File: src/rtl/io_map_pkg.sv
// Shared address map, status bit layout and button state encoding for the
// board-input peripheral.
package io_map_pkg;

    localparam int DEFAULT_DATA_ADDR   = 65;
    localparam int DEFAULT_STATUS_ADDR = 66;

    localparam int VALID_BIT   = 0;
    localparam int OVERRUN_BIT = 1;

    typedef enum logic {
        RELEASED = 1'b0,
        PRESSED  = 1'b1
    } btn_state_t;

endpackage

File: src/rtl/debounce_sync.sv
// Two-flop synchronizer plus debounce FSM for an active-low push-button.
// The press pulse is asserted in the same cycle that commits the PRESSED state.
module debounce_sync
    import io_map_pkg::*;
#(
    parameter int DEBOUNCE_CYCLES = 500000
) (
    input  logic clk,
    input  logic rst,
    input  logic btn_n,
    output logic level,
    output logic press
);

    localparam int CNT_W = $clog2(DEBOUNCE_CYCLES);

    logic [1:0]       sync_q;
    btn_state_t       state_q;
    logic [CNT_W-1:0] cnt_q;
    logic             pressed_raw;
    logic             differs;
    logic             done;

    // Synchronizer resets to the released level so a held button is seen as a new press.
    always_ff @(posedge clk or posedge rst) begin
        if (rst) begin
            sync_q <= 2'b11;
        end else begin
            sync_q <= {sync_q[0], btn_n};
        end
    end

    assign pressed_raw = ~sync_q[1];
    assign differs     = (pressed_raw != (state_q == PRESSED));
    assign done        = differs && (cnt_q == CNT_W'(DEBOUNCE_CYCLES - 1));

    always_ff @(posedge clk or posedge rst) begin
        if (rst) begin
            state_q <= RELEASED;
            cnt_q   <= '0;
        end else if (done) begin
            state_q <= (state_q == PRESSED) ? RELEASED : PRESSED;
            cnt_q   <= '0;
        end else if (differs) begin
            cnt_q <= cnt_q + CNT_W'(1);
        end else begin
            cnt_q <= '0;
        end
    end

    assign level = (state_q == PRESSED);
    assign press = done && (state_q == RELEASED);

endmodule

File: src/rtl/switch_input_port.sv
// Memory-mapped slide-switch / push-button input port with combinational
// read decode and a sticky valid/overrun status word.
module switch_input_port
    import io_map_pkg::*;
#(
    parameter int REG_WIDTH       = 32,
    parameter int ADDR_WIDTH      = 8,
    parameter int SW_WIDTH        = 10,
    parameter int DEBOUNCE_CYCLES = 500000,
    parameter int DATA_ADDR       = DEFAULT_DATA_ADDR,
    parameter int STATUS_ADDR     = DEFAULT_STATUS_ADDR
) (
    input  logic                  clk,
    input  logic                  rst,
    input  logic [SW_WIDTH-1:0]   sw_in,
    input  logic                  btn_n,
    input  logic                  rd_en,
    input  logic [ADDR_WIDTH-1:0] rd_addr,
    output logic [REG_WIDTH-1:0]  rd_data,
    output logic                  hit,
    output logic                  valid_led
);

    logic [SW_WIDTH-1:0]  sw_meta_q, sw_sync_q;
    logic [REG_WIDTH-1:0] data_q, data_d;
    logic                 valid_q, valid_d;
    logic                 overrun_q, overrun_d;
    logic                 btn_level_unused;
    logic                 press;
    logic                 is_data, is_status, data_rd;
    logic [REG_WIDTH-1:0] status_word;

    debounce_sync #(
        .DEBOUNCE_CYCLES(DEBOUNCE_CYCLES)
    ) u_debounce (
        .clk   (clk),
        .rst   (rst),
        .btn_n (btn_n),
        .level (btn_level_unused),
        .press (press)
    );

    always_ff @(posedge clk or posedge rst) begin
        if (rst) begin
            sw_meta_q <= '0;
            sw_sync_q <= '0;
        end else begin
            sw_meta_q <= sw_in;
            sw_sync_q <= sw_meta_q;
        end
    end

    assign is_data   = (rd_addr == ADDR_WIDTH'(DATA_ADDR));
    assign is_status = (rd_addr == ADDR_WIDTH'(STATUS_ADDR));
    assign hit       = is_data || is_status;
    assign data_rd   = rd_en && is_data;

    // A capture wins over a same-edge data read; the read consumed the old value,
    // so the new capture starts clean with no overrun.
    always_comb begin
        data_d    = data_q;
        valid_d   = valid_q;
        overrun_d = overrun_q;
        if (press) begin
            data_d                = '0;
            data_d[SW_WIDTH-1:0]  = sw_sync_q;
            valid_d               = 1'b1;
            overrun_d             = valid_q && !data_rd;
        end else if (data_rd) begin
            valid_d   = 1'b0;
            overrun_d = 1'b0;
        end
    end

    always_ff @(posedge clk or posedge rst) begin
        if (rst) begin
            data_q    <= '0;
            valid_q   <= 1'b0;
            overrun_q <= 1'b0;
        end else begin
            data_q    <= data_d;
            valid_q   <= valid_d;
            overrun_q <= overrun_d;
        end
    end

    always_comb begin
        status_word              = '0;
        status_word[VALID_BIT]   = valid_q;
        status_word[OVERRUN_BIT] = overrun_q;
    end

    always_comb begin
        if (is_data) begin
            rd_data = data_q;
        end else if (is_status) begin
            rd_data = status_word;
        end else begin
            rd_data = '0;
        end
    end

    assign valid_led = valid_q;

endmodule

File: config.mk
export PLATFORM = sky130hd
export DESIGN_NAME = switch_input_port
export DESIGN_NICKNAME = d
export VERILOG_FILES = /design/src/rtl/io_map_pkg.sv /design/src/rtl/debounce_sync.sv /design/src/rtl/switch_input_port.sv
export SDC_FILE = /design/constraint.sdc
export NUM_CORES = 1
export LEC_CHECK = 0
export ABC_AREA = 1
export CAP_MARGIN = 20
export CORE_ASPECT_RATIO = 1.25
export CORE_MARGIN = 1
export CORE_UTILIZATION = 48
export DETAILED_ROUTE_END_ITERATION = 16
export PLACE_DENSITY = 0.76
export SLEW_MARGIN = 10
export SYNTH_ARGS = -nofsm -noshare
export SYNTH_HDL_FRONTEND = slang
export SYNTH_HIERARCHICAL = 1
export SYNTH_SLANG_ARGS = --single-unit
File: constraint.sdc
create_clock -name clk -period 1.9 [get_ports clk]
set_input_delay 0.38 -clock clk [delete_from_list [all_inputs] [get_ports clk]]
set_output_delay 0.38 -clock clk [all_outputs]
set_load 0.005 [all_outputs]
==> flow_summary.ini, run 1 <==
[global_routing]
grt_start_max_net_pins = 33
first_global_vias = 1748
globalRouteTotalUtil = 0.1758
antenna_found_initial = 0
grt_pass1_wl_um = 7431
grt_overflow = 0

[hold_path]
whs_path_depth = 0
hold_path_class = flip-flop to flip-flop
min_from = sw_meta_q[9]
timing.hold.worst_endpoint = sw_sync_q[9]

[power_and_ir_drop]
clockPowerShare = 0.367
leakage_nw = 1.499
swShare = 0.2143
power.density_mw_per_mm2 = 666.8
max-vdd-ir-drop_mv = 0.3773
share_comb_of_total_power = 0.056
internal_power_mw = 1.624
totalPowerFinal_mw = 2.066
p_seq_frac = 0.577
net-switching-power_mw = 0.4428

[place]
placement.setup.worst_slack_ns = -0.3900
routabilityCongestion = 0.8576
cell_count_post_placement = 399
detailed_place_hpwl_um = 3434
placed_cell_area_mm2 = 0.002957
buffer_ports.inserted = 33

[synth]
synth.top_cell.area_share = 0.5031
yosys_register_bits = 54
post_synth_main_area_contributors = sky130_fd_sc_hd__dfrtp_1 (50%), sky130_fd_sc_hd__nand2_1 (8.4%), sky130_fd_sc_hd__buf_4 (6.4%)
netlist_area_mm2 = 0.002586
synthMostInstantiatedCell = sky130_fd_sc_hd__nand2_1
ys_top_cells_by_count = sky130_fd_sc_hd__nand2_1 (58), sky130_fd_sc_hd__dfrtp_1 (52), sky130_fd_sc_hd__inv_1 (44)
post_synth_top_flop = sky130_fd_sc_hd__dfrtp_1
post_synth_inst_count = 301
synth_seq_area_share = 0.5235
post-synth-top-area-cell = sky130_fd_sc_hd__dfrtp_1
syn-mean-instance-area_um2 = 8.592
ys_warn_count = 6
synth_cell_type_count = 26
synth_async_sr_flop_share = 1.000
synth_edf_count = 0

[worst_setup_path]
crit_path_start_kind = input pin
path_class = input pin to primary output
reg2reg_from = u_debounce/cnt_q[0]
cp_startpoint = rd_addr[2]
worst_ep_required_time_ns = 1.52
timing.reg2reg.setup_slack_ns = 0.26
data_arrival_time_of_the_critical_path_ns = 1.48
worst-r2r-cell-count = 13
endpoint_kind = primary output
top_fanout_value_on_the_critical_path = 4
rr_endpoint = overrun_q

[cells_and_area]
final_net_count = 372
syn2layout_area_growth_pct = 19.84
drive_above_1_share = 0.1857
post_layout_nonfiller_instances = 412
finish.instance_area_mm2 = 0.003099
antenna_cells = 0
finish.utilization = 0.6058

[timing]
post_route_worst_setup_slack_ns = 0.04354
report.final.hold_viol_count = 0
highest_achievable_clock_rate_mhz = 538.7
timing.final.crit_period_ns = 1.856
whs_ns = 0.3542
finalSetupViolations = 0
finClkSkew_ns = 0.005463
fin_setup_tns_ns = 0
timing_max_transition_violations_final = 0
layout_worst_path_cycle_share = 0.9771

[status]
status = finished, final reports clean

[die]
start_util = 0.5055
core-area_mm2 = 0.005116
die_w_um = 67.66
io_pins = 56
rows = 29
die-area_mm2 = 0.005687
height_of_the_die_um = 84.07

[routing]
routed-via-count = 1885
detail_route.drc_violations = 0
wl_um = 4552
drtAntennaViolNets = 0
vias_per_cell = 4.575
post_drt_wl_per_cell_um = 11.05
detailedRoute.firstIterationViolations = 92
first_drt_pass_iteration_count = 4

[job]
max_cap_viol_count = 0

[clock_tree]
clock_tree_from_tritoncts = built
clkSlewWorstSetupHoldPaths_ns = 0.09
cts_htree_levels = 2
clk-insertion-delay-late_ns = 0.30
cts_made_buffers = 5
root_buffer = sky130_fd_sc_hd__clkbuf_8
clk_path_buf_depth = 2
numClockSinks = 54
metal layers:
layer  vias to the layer above  wire (µm)  global-route usage
met3                        11        261             0.04235
met5                         -          0                   0
met2                        45       2379              0.2997
met4                         0        118             0.07930
li1                        953          -                   -
met1                       876       1793              0.1996
power by group through the flow:
stage / logic, mW / registers (mW) / clock network (mW)
2_1_floorplan: 0.0874 / 1.21 / 0
3_3_place_gp: 0.118 / 1.21 / 0
3_5_place_dp: 0.120 / 1.21 / 0
4_1_cts: 0.118 / 1.19 / 0.792
5_1_grt: 0.134 / 1.19 / 0.843
6_report: 0.116 / 1.19 / 0.759
flip-flops by register name, summed over array words and instances (netlist names):
| register | cells |
|---|---|
| overrun_q | 1 |
| u_debounce/level | 1 |
| u_debounce/cnt_q | 19 |
| valid_led | 1 |
| data_q | 10 |
| sw_sync_q | 10 |
| sw_meta_q | 10 |
| u_debounce/sync_q | 2 |
how the worst max path moves through the flow:
stage                      end  depth (start not counted)
floorplan            data_q[0]                          9
global placement    rd_data[8]                          7
detailed placement  rd_data[4]                          7
CTS                 rd_data[4]                          9
global route        rd_data[6]                          9
finish              rd_data[6]                          9
final cells by class:
type	instances	area [µm²]
clock buffer	5	68.82
multi-input combinational	195	968.4
timing repair buffer	46	409.1
fill	456	2017
tap	62	77.57
sequential	54	1354
inverter	47	176.4
clock inverter	3	45.04
cell families (layout without fill, tap and decap cells):
kind of cell / Yosys count / count (layout) / synth area share
buf+inv: 73 / 101 / 0.1413
simple gates: 146 / 146 / 0.2656
other cells: 1 / 22 / 0.001450
fa+ha+maj: 1 / 1 / 0.004837
xor+xnor: 8 / 8 / 0.02709
compound gates: 18 / 18 / 0.03628
flops: 54 / 54 / 0.5235
cell usage in the layout, fill, tap and decap left out:
cell type / n
sky130_fd_sc_hd__nand2_2: 9
sky130_fd_sc_hd__nor3_1: 1
sky130_fd_sc_hd__nand4_1: 2
sky130_fd_sc_hd__dfrtp_1: 52
sky130_fd_sc_hd__buf_4: 11
sky130_fd_sc_hd__dfstp_2: 2
sky130_fd_sc_hd__nand2_1: 55
sky130_fd_sc_hd__buf_12: 2
sky130_fd_sc_hd__nand2_4: 1
sky130_fd_sc_hd__xnor2_1: 4
sky130_fd_sc_hd__dlygate4sd2_1: 11
sky130_fd_sc_hd__o21ai_0: 13
sky130_fd_sc_hd__inv_2: 3
sky130_fd_sc_hd__ha_1: 1
sky130_fd_sc_hd__clkbuf_8: 5
sky130_fd_sc_hd__buf_2: 3
sky130_fd_sc_hd__nor2_4: 7
sky130_fd_sc_hd__inv_1: 44
sky130_fd_sc_hd__clkinvlp_4: 2
sky130_fd_sc_hd__nand3b_1: 1
sky130_fd_sc_hd__conb_1: 22
sky130_fd_sc_hd__nand3_1: 20
sky130_fd_sc_hd__o21ai_2: 1
sky130_fd_sc_hd__xor2_1: 4
sky130_fd_sc_hd__clkdlybuf4s50_1: 14
sky130_fd_sc_hd__nand3_2: 1
sky130_fd_sc_hd__o21ai_1: 1
sky130_fd_sc_hd__and2_1: 1
sky130_fd_sc_hd__bufinv_16: 1
sky130_fd_sc_hd__nor2_1: 34
sky130_fd_sc_hd__clkbuf_2: 3
sky130_fd_sc_hd__nor2_2: 14
sky130_fd_sc_hd__a21oi_1: 3
sky130_fd_sc_hd__clkdlybuf4s15_1: 2
repair_timing:
action,in CTS,in global routing
setup buffers,6,0
hold buffers,0,0
pin swaps,6,5
gates resized for setup,34,10
endpoints found under the setup margin,11,8
critical path, stage by stage:
cell	delay [ns]
sky130_fd_sc_hd__dlygate4sd2_1	0.23
sky130_fd_sc_hd__inv_1	0.06
sky130_fd_sc_hd__nand2_2	0.07
sky130_fd_sc_hd__nor2_4	0.12
sky130_fd_sc_hd__nand2_4	0.08
sky130_fd_sc_hd__buf_12	0.13
sky130_fd_sc_hd__buf_12	0.11
sky130_fd_sc_hd__nor2_2	0.07
sky130_fd_sc_hd__clkdlybuf4s15_1	0.21
Power figures use the tool's default switching activity.
==> run 2, diff against run 1 <==
- CORE_MARGIN: 1 -> default
==> results of run 2 <==
The final DEF is identical to that of run 1; final timing and power are the same.
